$ cat config.mk
export PLATFORM = sky130hd
export DESIGN_NAME = pkt_deq_drain
export DESIGN_NICKNAME = d
export VERILOG_FILES = /design/src/rtl/pkt_h.sv /design/src/rtl/pkt_sync_fifo.sv /design/src/rtl/pkt_deq_drain.sv
export SDC_FILE = /design/constraint.sdc
export NUM_CORES = 1
export LEC_CHECK = 0
export ABC_AREA = 1
export CORE_ASPECT_RATIO = 1.75
export CORE_MARGIN = 2
export CORE_UTILIZATION = 45
export CTS_BUF_LIST = sky130_fd_sc_hd__clkbuf_8
export CTS_CLUSTER_DIAMETER = 80
export DETAILED_ROUTE_END_ITERATION = 6
export DONT_BUFFER_PORTS = 1
export PLACE_DENSITY_LB_ADDON = 0.2
export SKIP_LAST_GASP = 1
export SYNTH_ARGS = -nofsm -noshare
export SYNTH_HDL_FRONTEND = slang
export SYNTH_SLANG_ARGS = --single-unit
$ cat constraint.sdc
create_clock -name clk -period 2.8 [get_ports clk]
set_input_delay 0.56 -clock clk [delete_from_list [all_inputs] [get_ports clk]]
set_output_delay 0.56 -clock clk [all_outputs]
set_load 0.02 [all_outputs]
$ cat src/rtl/pkt_h.sv
// rtl/pkt_h.sv - shared packet types and default sizing for the scheduler drain path
package pkt_h;

  localparam int PKT_DWIDTH    = 32;
  localparam int DRAIN_DEPTH   = 8;
  localparam int DRAIN_MAX_OUT = 4;

  typedef logic [PKT_DWIDTH-1:0] pkt_data_t;

endpackage

$ cat src/rtl/pkt_sync_fifo.sv
// rtl/pkt_sync_fifo.sv - registered synchronous FIFO with occupancy count
module pkt_sync_fifo #(
  parameter int DWIDTH = 32,
  parameter int DEPTH  = 8
) (
  input  logic                   clk,
  input  logic                   rst_n,
  input  logic                   push,
  input  logic [DWIDTH-1:0]      wdata,
  input  logic                   pop,
  output logic [DWIDTH-1:0]      rdata,
  output logic                   full,
  output logic                   empty,
  output logic [$clog2(DEPTH):0] count
);

  localparam int AW = $clog2(DEPTH);
  localparam int CW = AW + 1;
  localparam logic [CW-1:0] FULL_CNT = CW'(DEPTH);

  logic [DWIDTH-1:0] mem_q [DEPTH];
  logic [AW-1:0]     wr_ptr_q, wr_ptr_d;
  logic [AW-1:0]     rd_ptr_q, rd_ptr_d;
  logic [CW-1:0]     count_q, count_d;
  logic              do_push, do_pop;

  // A push into a full FIFO is accepted when the head leaves on the same edge.
  always_comb begin
    do_pop   = pop && (count_q != '0);
    do_push  = push && ((count_q != FULL_CNT) || do_pop);
    wr_ptr_d = wr_ptr_q + AW'(do_push);
    rd_ptr_d = rd_ptr_q + AW'(do_pop);
    count_d  = count_q + CW'(do_push) - CW'(do_pop);
  end

  always_ff @(posedge clk or negedge rst_n) begin
    if (!rst_n) begin
      wr_ptr_q <= '0;
      rd_ptr_q <= '0;
      count_q  <= '0;
    end else begin
      wr_ptr_q <= wr_ptr_d;
      rd_ptr_q <= rd_ptr_d;
      count_q  <= count_d;
    end
  end

  always_ff @(posedge clk) begin
    if (do_push) mem_q[wr_ptr_q] <= wdata;
  end

  assign empty = (count_q == '0);
  assign full  = (count_q == FULL_CNT);
  assign count = count_q;
  // Storage is not reset, so the head is masked to zero while empty.
  assign rdata = empty ? '0 : mem_q[rd_ptr_q];

endmodule

$ cat src/rtl/pkt_deq_drain.sv
// rtl/pkt_deq_drain.sv - credit-limited dequeue drainer feeding a local egress FIFO
module pkt_deq_drain
  import pkt_h::*;
#(
  parameter int DWIDTH  = PKT_DWIDTH,
  parameter int DEPTH   = DRAIN_DEPTH,
  parameter int MAX_OUT = DRAIN_MAX_OUT
) (
  input  logic                         clk,
  input  logic                         rst_n,
  input  logic                         enable,
  input  logic                         sched_ready,
  output logic                         deq_en,
  input  logic                         sched_valid,
  input  logic [DWIDTH-1:0]            sched_data,
  output logic                         eg_valid,
  input  logic                         eg_ready,
  output logic [DWIDTH-1:0]            eg_data,
  output logic [$clog2(MAX_OUT+1)-1:0] outstanding,
  output logic [31:0]                  pkt_count,
  output logic [15:0]                  drop_count,
  output logic                         unexp_err
);

  localparam int OW = $clog2(MAX_OUT + 1);
  localparam int CW = $clog2(DEPTH) + 1;
  localparam logic [OW-1:0] MAX_OUT_W = OW'(MAX_OUT);
  localparam logic [CW:0]   DEPTH_W   = (CW + 1)'(DEPTH);

  logic [OW-1:0] outstanding_q, outstanding_d;
  logic [31:0]   pkt_count_q, pkt_count_d;
  logic [15:0]   drop_count_q, drop_count_d;
  logic          unexp_err_q, unexp_err_d;

  logic [CW-1:0] fifo_count;
  logic          fifo_full, fifo_empty;
  logic [CW:0]   committed;
  logic          issue, pop, rsp_ok;

  // Buffered words plus in-flight requests must fit, so every response has a slot.
  always_comb begin
    committed     = {1'b0, fifo_count} + (CW + 1)'(outstanding_q);
    issue         = enable && sched_ready && (outstanding_q < MAX_OUT_W) && (committed < DEPTH_W);
    deq_en        = issue && rst_n;
    pop           = !fifo_empty && eg_ready;
    rsp_ok        = sched_valid && (outstanding_q != '0);
    outstanding_d = outstanding_q + OW'(issue) - OW'(rsp_ok);
    pkt_count_d   = pkt_count_q + 32'(pop);
    drop_count_d  = drop_count_q;
    if (sched_valid && fifo_full && !pop && (drop_count_q != 16'hFFFF)) begin
      drop_count_d = drop_count_q + 16'd1;
    end
    unexp_err_d   = unexp_err_q || (sched_valid && (outstanding_q == '0));
  end

  always_ff @(posedge clk or negedge rst_n) begin
    if (!rst_n) begin
      outstanding_q <= '0;
      pkt_count_q   <= '0;
      drop_count_q  <= '0;
      unexp_err_q   <= 1'b0;
    end else begin
      outstanding_q <= outstanding_d;
      pkt_count_q   <= pkt_count_d;
      drop_count_q  <= drop_count_d;
      unexp_err_q   <= unexp_err_d;
    end
  end

  pkt_sync_fifo #(
    .DWIDTH (DWIDTH),
    .DEPTH  (DEPTH)
  ) u_fifo (
    .clk   (clk),
    .rst_n (rst_n),
    .push  (sched_valid),
    .wdata (sched_data),
    .pop   (pop),
    .rdata (eg_data),
    .full  (fifo_full),
    .empty (fifo_empty),
    .count (fifo_count)
  );

  assign eg_valid    = !fifo_empty;
  assign outstanding = outstanding_q;
  assign pkt_count   = pkt_count_q;
  assign drop_count  = drop_count_q;
  assign unexp_err   = unexp_err_q;

endmodule

==> impl_metrics.toml <==
[worst_setup_path]
critPathKind = "flip-flop to primary output"
cp_slowest_cell = "dfrtp_4"
crit_path_cell_trace = "inv_8 -> buf_16 -> nor2_1 -> o211ai_1 -> nand2_1 -> nor2_1 -> buf_4"
required_ns = 2.24
path_common_cell = "nor2_1"
end_kind = "primary output"
cp_max_fo = 24
arrival_ns = 2.15
critPathMaxStageDelay_ns = 0.55
cp-start-kind = "flip-flop"

[route]
firstDrtPassIters = 5
post_drt_wl_per_cell_um = 19.6
finalWirelength_um = 33100
vias = 9068
dr.first_iter.drc_count = 524
via_per_inst = 5.37
ant_nets = 0
drt_drc_violations_left = 0

[placed_design]
port_buffers = 0
place_area_um2 = 14400
dp_slack_ns = 0.394
dp_cells = 1594
globalplace.congestion = 0.863
hpwl_um = 19900

[synth]
ys_seq_elements = 318
syn_inst = 1204
yosysWarnings = 0
yosys-top-cells-area = "edfxtp_1, dfrtp_1, nor2_1, nand2_1, o21ai_0"
ys_types = 35
synthesis.area_um2 = 13500
ys_seq_area_share_pct = 68.5
yosys.area.top_type = "edfxtp_1"
syn-num-nets = 1261
synth_top_area_share_pct = 57.0
avgSynthCellArea_um2 = 11.2

[floorplanning]
placementRows = 83
coreArea_um2 = 29400
die_y_um = 233
ios = 124
die_x_um = 135
die_area_um2 = 31400
start_util_pct = 45.9

[sta]
timing.final.crit_share_pct = 96.8
fmax_mhz = 369
setup_violations = 0
finalCriticalPeriod_ns = 2.71
rsz0062_at_grt = "true"
fin_worst_skew_ns = 0.0124
slew_headroom_pct = 37.2
hold_violations = 0
tightest_slew_ns = 0.941
tns_ns = 0
slew_viol_final = 0
holdWs_ns = 0.0803
worst_slack_ns = 0.0882

[clock_tree]
cts_tree = "yes"
htree_num_levels = 2
path_clk_slew_ns = 0.07
clk_path_buf_depth = 3
cts_buffers = 46
cts_root_buf = "clkbuf_8"
cts_sinks = 318
clk_latency_ns = 0.57

[hold_path]
hold_class = "input port to flip-flop"

[cells_and_area]
finalInstanceArea_um2 = 15600
final_nets = 1327
drive_gt1_share_pct = 12.7
n_fill_cell = 2580
layout_commonest_cell = "nor2_1"
syn_to_final_growth_pct = 15.4
fin_cells = 1689
final_cell_mix = "nor2_1, edfxtp_1, nand2_1, o21ai_0"

[power]
p_per_area_nw_per_um2 = 1060
irDropWorstVdd_uv = 648
p_leak_nw = 5.85

[grt]
gr-usage-all-layers_pct = 21.1
grt_max_degree = 63
antenna_found_initial = 2
grt.overflow.total = 0
grt_pass1_wl_um = 50300
grt_pass1_vias = 9272

[run]
drv_cap = 0

[run_status]
status = "complete, no violations"
## synth_stat cells
master,count
xor2_1,19
buf_6,2
o22ai_1,32
o21ai_0,133
o21ai_2,4
fa_1,2
nand4_1,7
nor2_2,4
buf_1,2
and3_1,2
ha_1,17
inv_1,46
nor2_4,1
clkbuf_2,3
buf_2,11
clkbuf_1,26
o211ai_1,32
a21oi_1,2
dfrtp_1,62
nor3_1,2
nand2_1,192
o21bai_1,1
a31oi_1,1
buf_4,10
nor3b_1,1
edfxtp_1,256
nand3b_1,7
nand2_2,2
xnor2_1,12
inv_2,3
a41o_1,1
nor2_1,290
o21ai_1,2
nand3_1,15
nand3_2,2
## routing by layer
layer,up-vias,GRT usage (%),share of wire [%]
met4,0,11.3,4.7
met3,97,5.01,6.3
met5,-,0,0
li1,4293,-,-
met2,287,37.9,52
met1,4391,22.6,36
## cell type report
type | count | area [um^2] | share of cell area, %
flip-flops and latches | 318 | 9250 | 59.4
multi-input cells | 783 | 3870 | 24.9
repair buffers | 72 | 851 | 5.47
clock buffers | 49 | 674 | 4.33
well taps | 382 | 478 | 3.07
clock inverters | 33 | 243 | 1.56
inverters | 49 | 191 | 1.23
diodes | 3 | 7.51 | 0.0482
## timing repair
| item | in CTS | in global routing |
|---|---|---|
| hold buffers | 2 | 0 |
| gates cloned | 2 | 2 |
| resized for setup | 12 | 13 |
| buffers inserted | 3 | 1 |
| endpoints found under the setup margin | 23 | 21 |
| pin swaps | 0 | 3 |
| hold endpoints to repair | 62 | 0 |
## sequential cells by signal (all words and copies together) (netlist names)
register,count
u_fifo.count,4
u_fifo.rd_ptr_q,3
outstanding,3
u_fifo.wr_ptr_q,3
u_fifo.mem_q,256
pkt_count,32
drop_count,16
unexp_err,1
## report_power, final
group	leakage (nW)	internal (mW)	switching, mW
combinational	2.22	2.33	3.99
clock	0.512	1.99	1.73
sequential	3.11	5.92	0.592
## worst paths after layout
check                                      endpoint  cells after the start  slack [ns]          startpoint
min in group asynchronous        u_fifo.rd_ptr_q[0]                      2        0.55               rst_n
worst min-delay path            u_fifo.mem_q[4][15]                      0        0.08      sched_data[15]
worst max register to register       outstanding[2]                     11        0.40      outstanding[1]
worst max-delay path                     eg_data[3]                      7        0.09  u_fifo.rd_ptr_q[0]
worst min register to register   u_fifo.wr_ptr_q[2]                      1        0.52  u_fifo.wr_ptr_q[2]
max in group asynchronous        u_fifo.rd_ptr_q[2]                      2        1.95               rst_n
## kinds of logic after synthesis
family	after synthesis	share of synthesized area (%)
AOI/OAI and AO/OA	208	8.79
xor gates and xnor gates	31	2.01
adders and majority gates	19	1.87
buffers and inverters	103	3.39
DFF	318	68.5
and+or+nand+nor	525	15.4
## metrics by stage
step	utilization, %	power, mW
after detailed placement	48.9	12.5
after global placement	48.9	12.4
after floorplan	-	10.3
after global routing	52.9	17.5
after CTS	52.6	16.5
final	52.9	16.5
## critical path: cells and delay by family, from the launching register on
| kind | cells | cell delay [ns] |
|---|---|---|
| simple gates | 3 | 0.25 |
| flops | 1 | 0.55 |
| buf+inv | 3 | 0.49 |
| compound gates | 1 | 0.26 |
(Power assumes the default switching activity.)
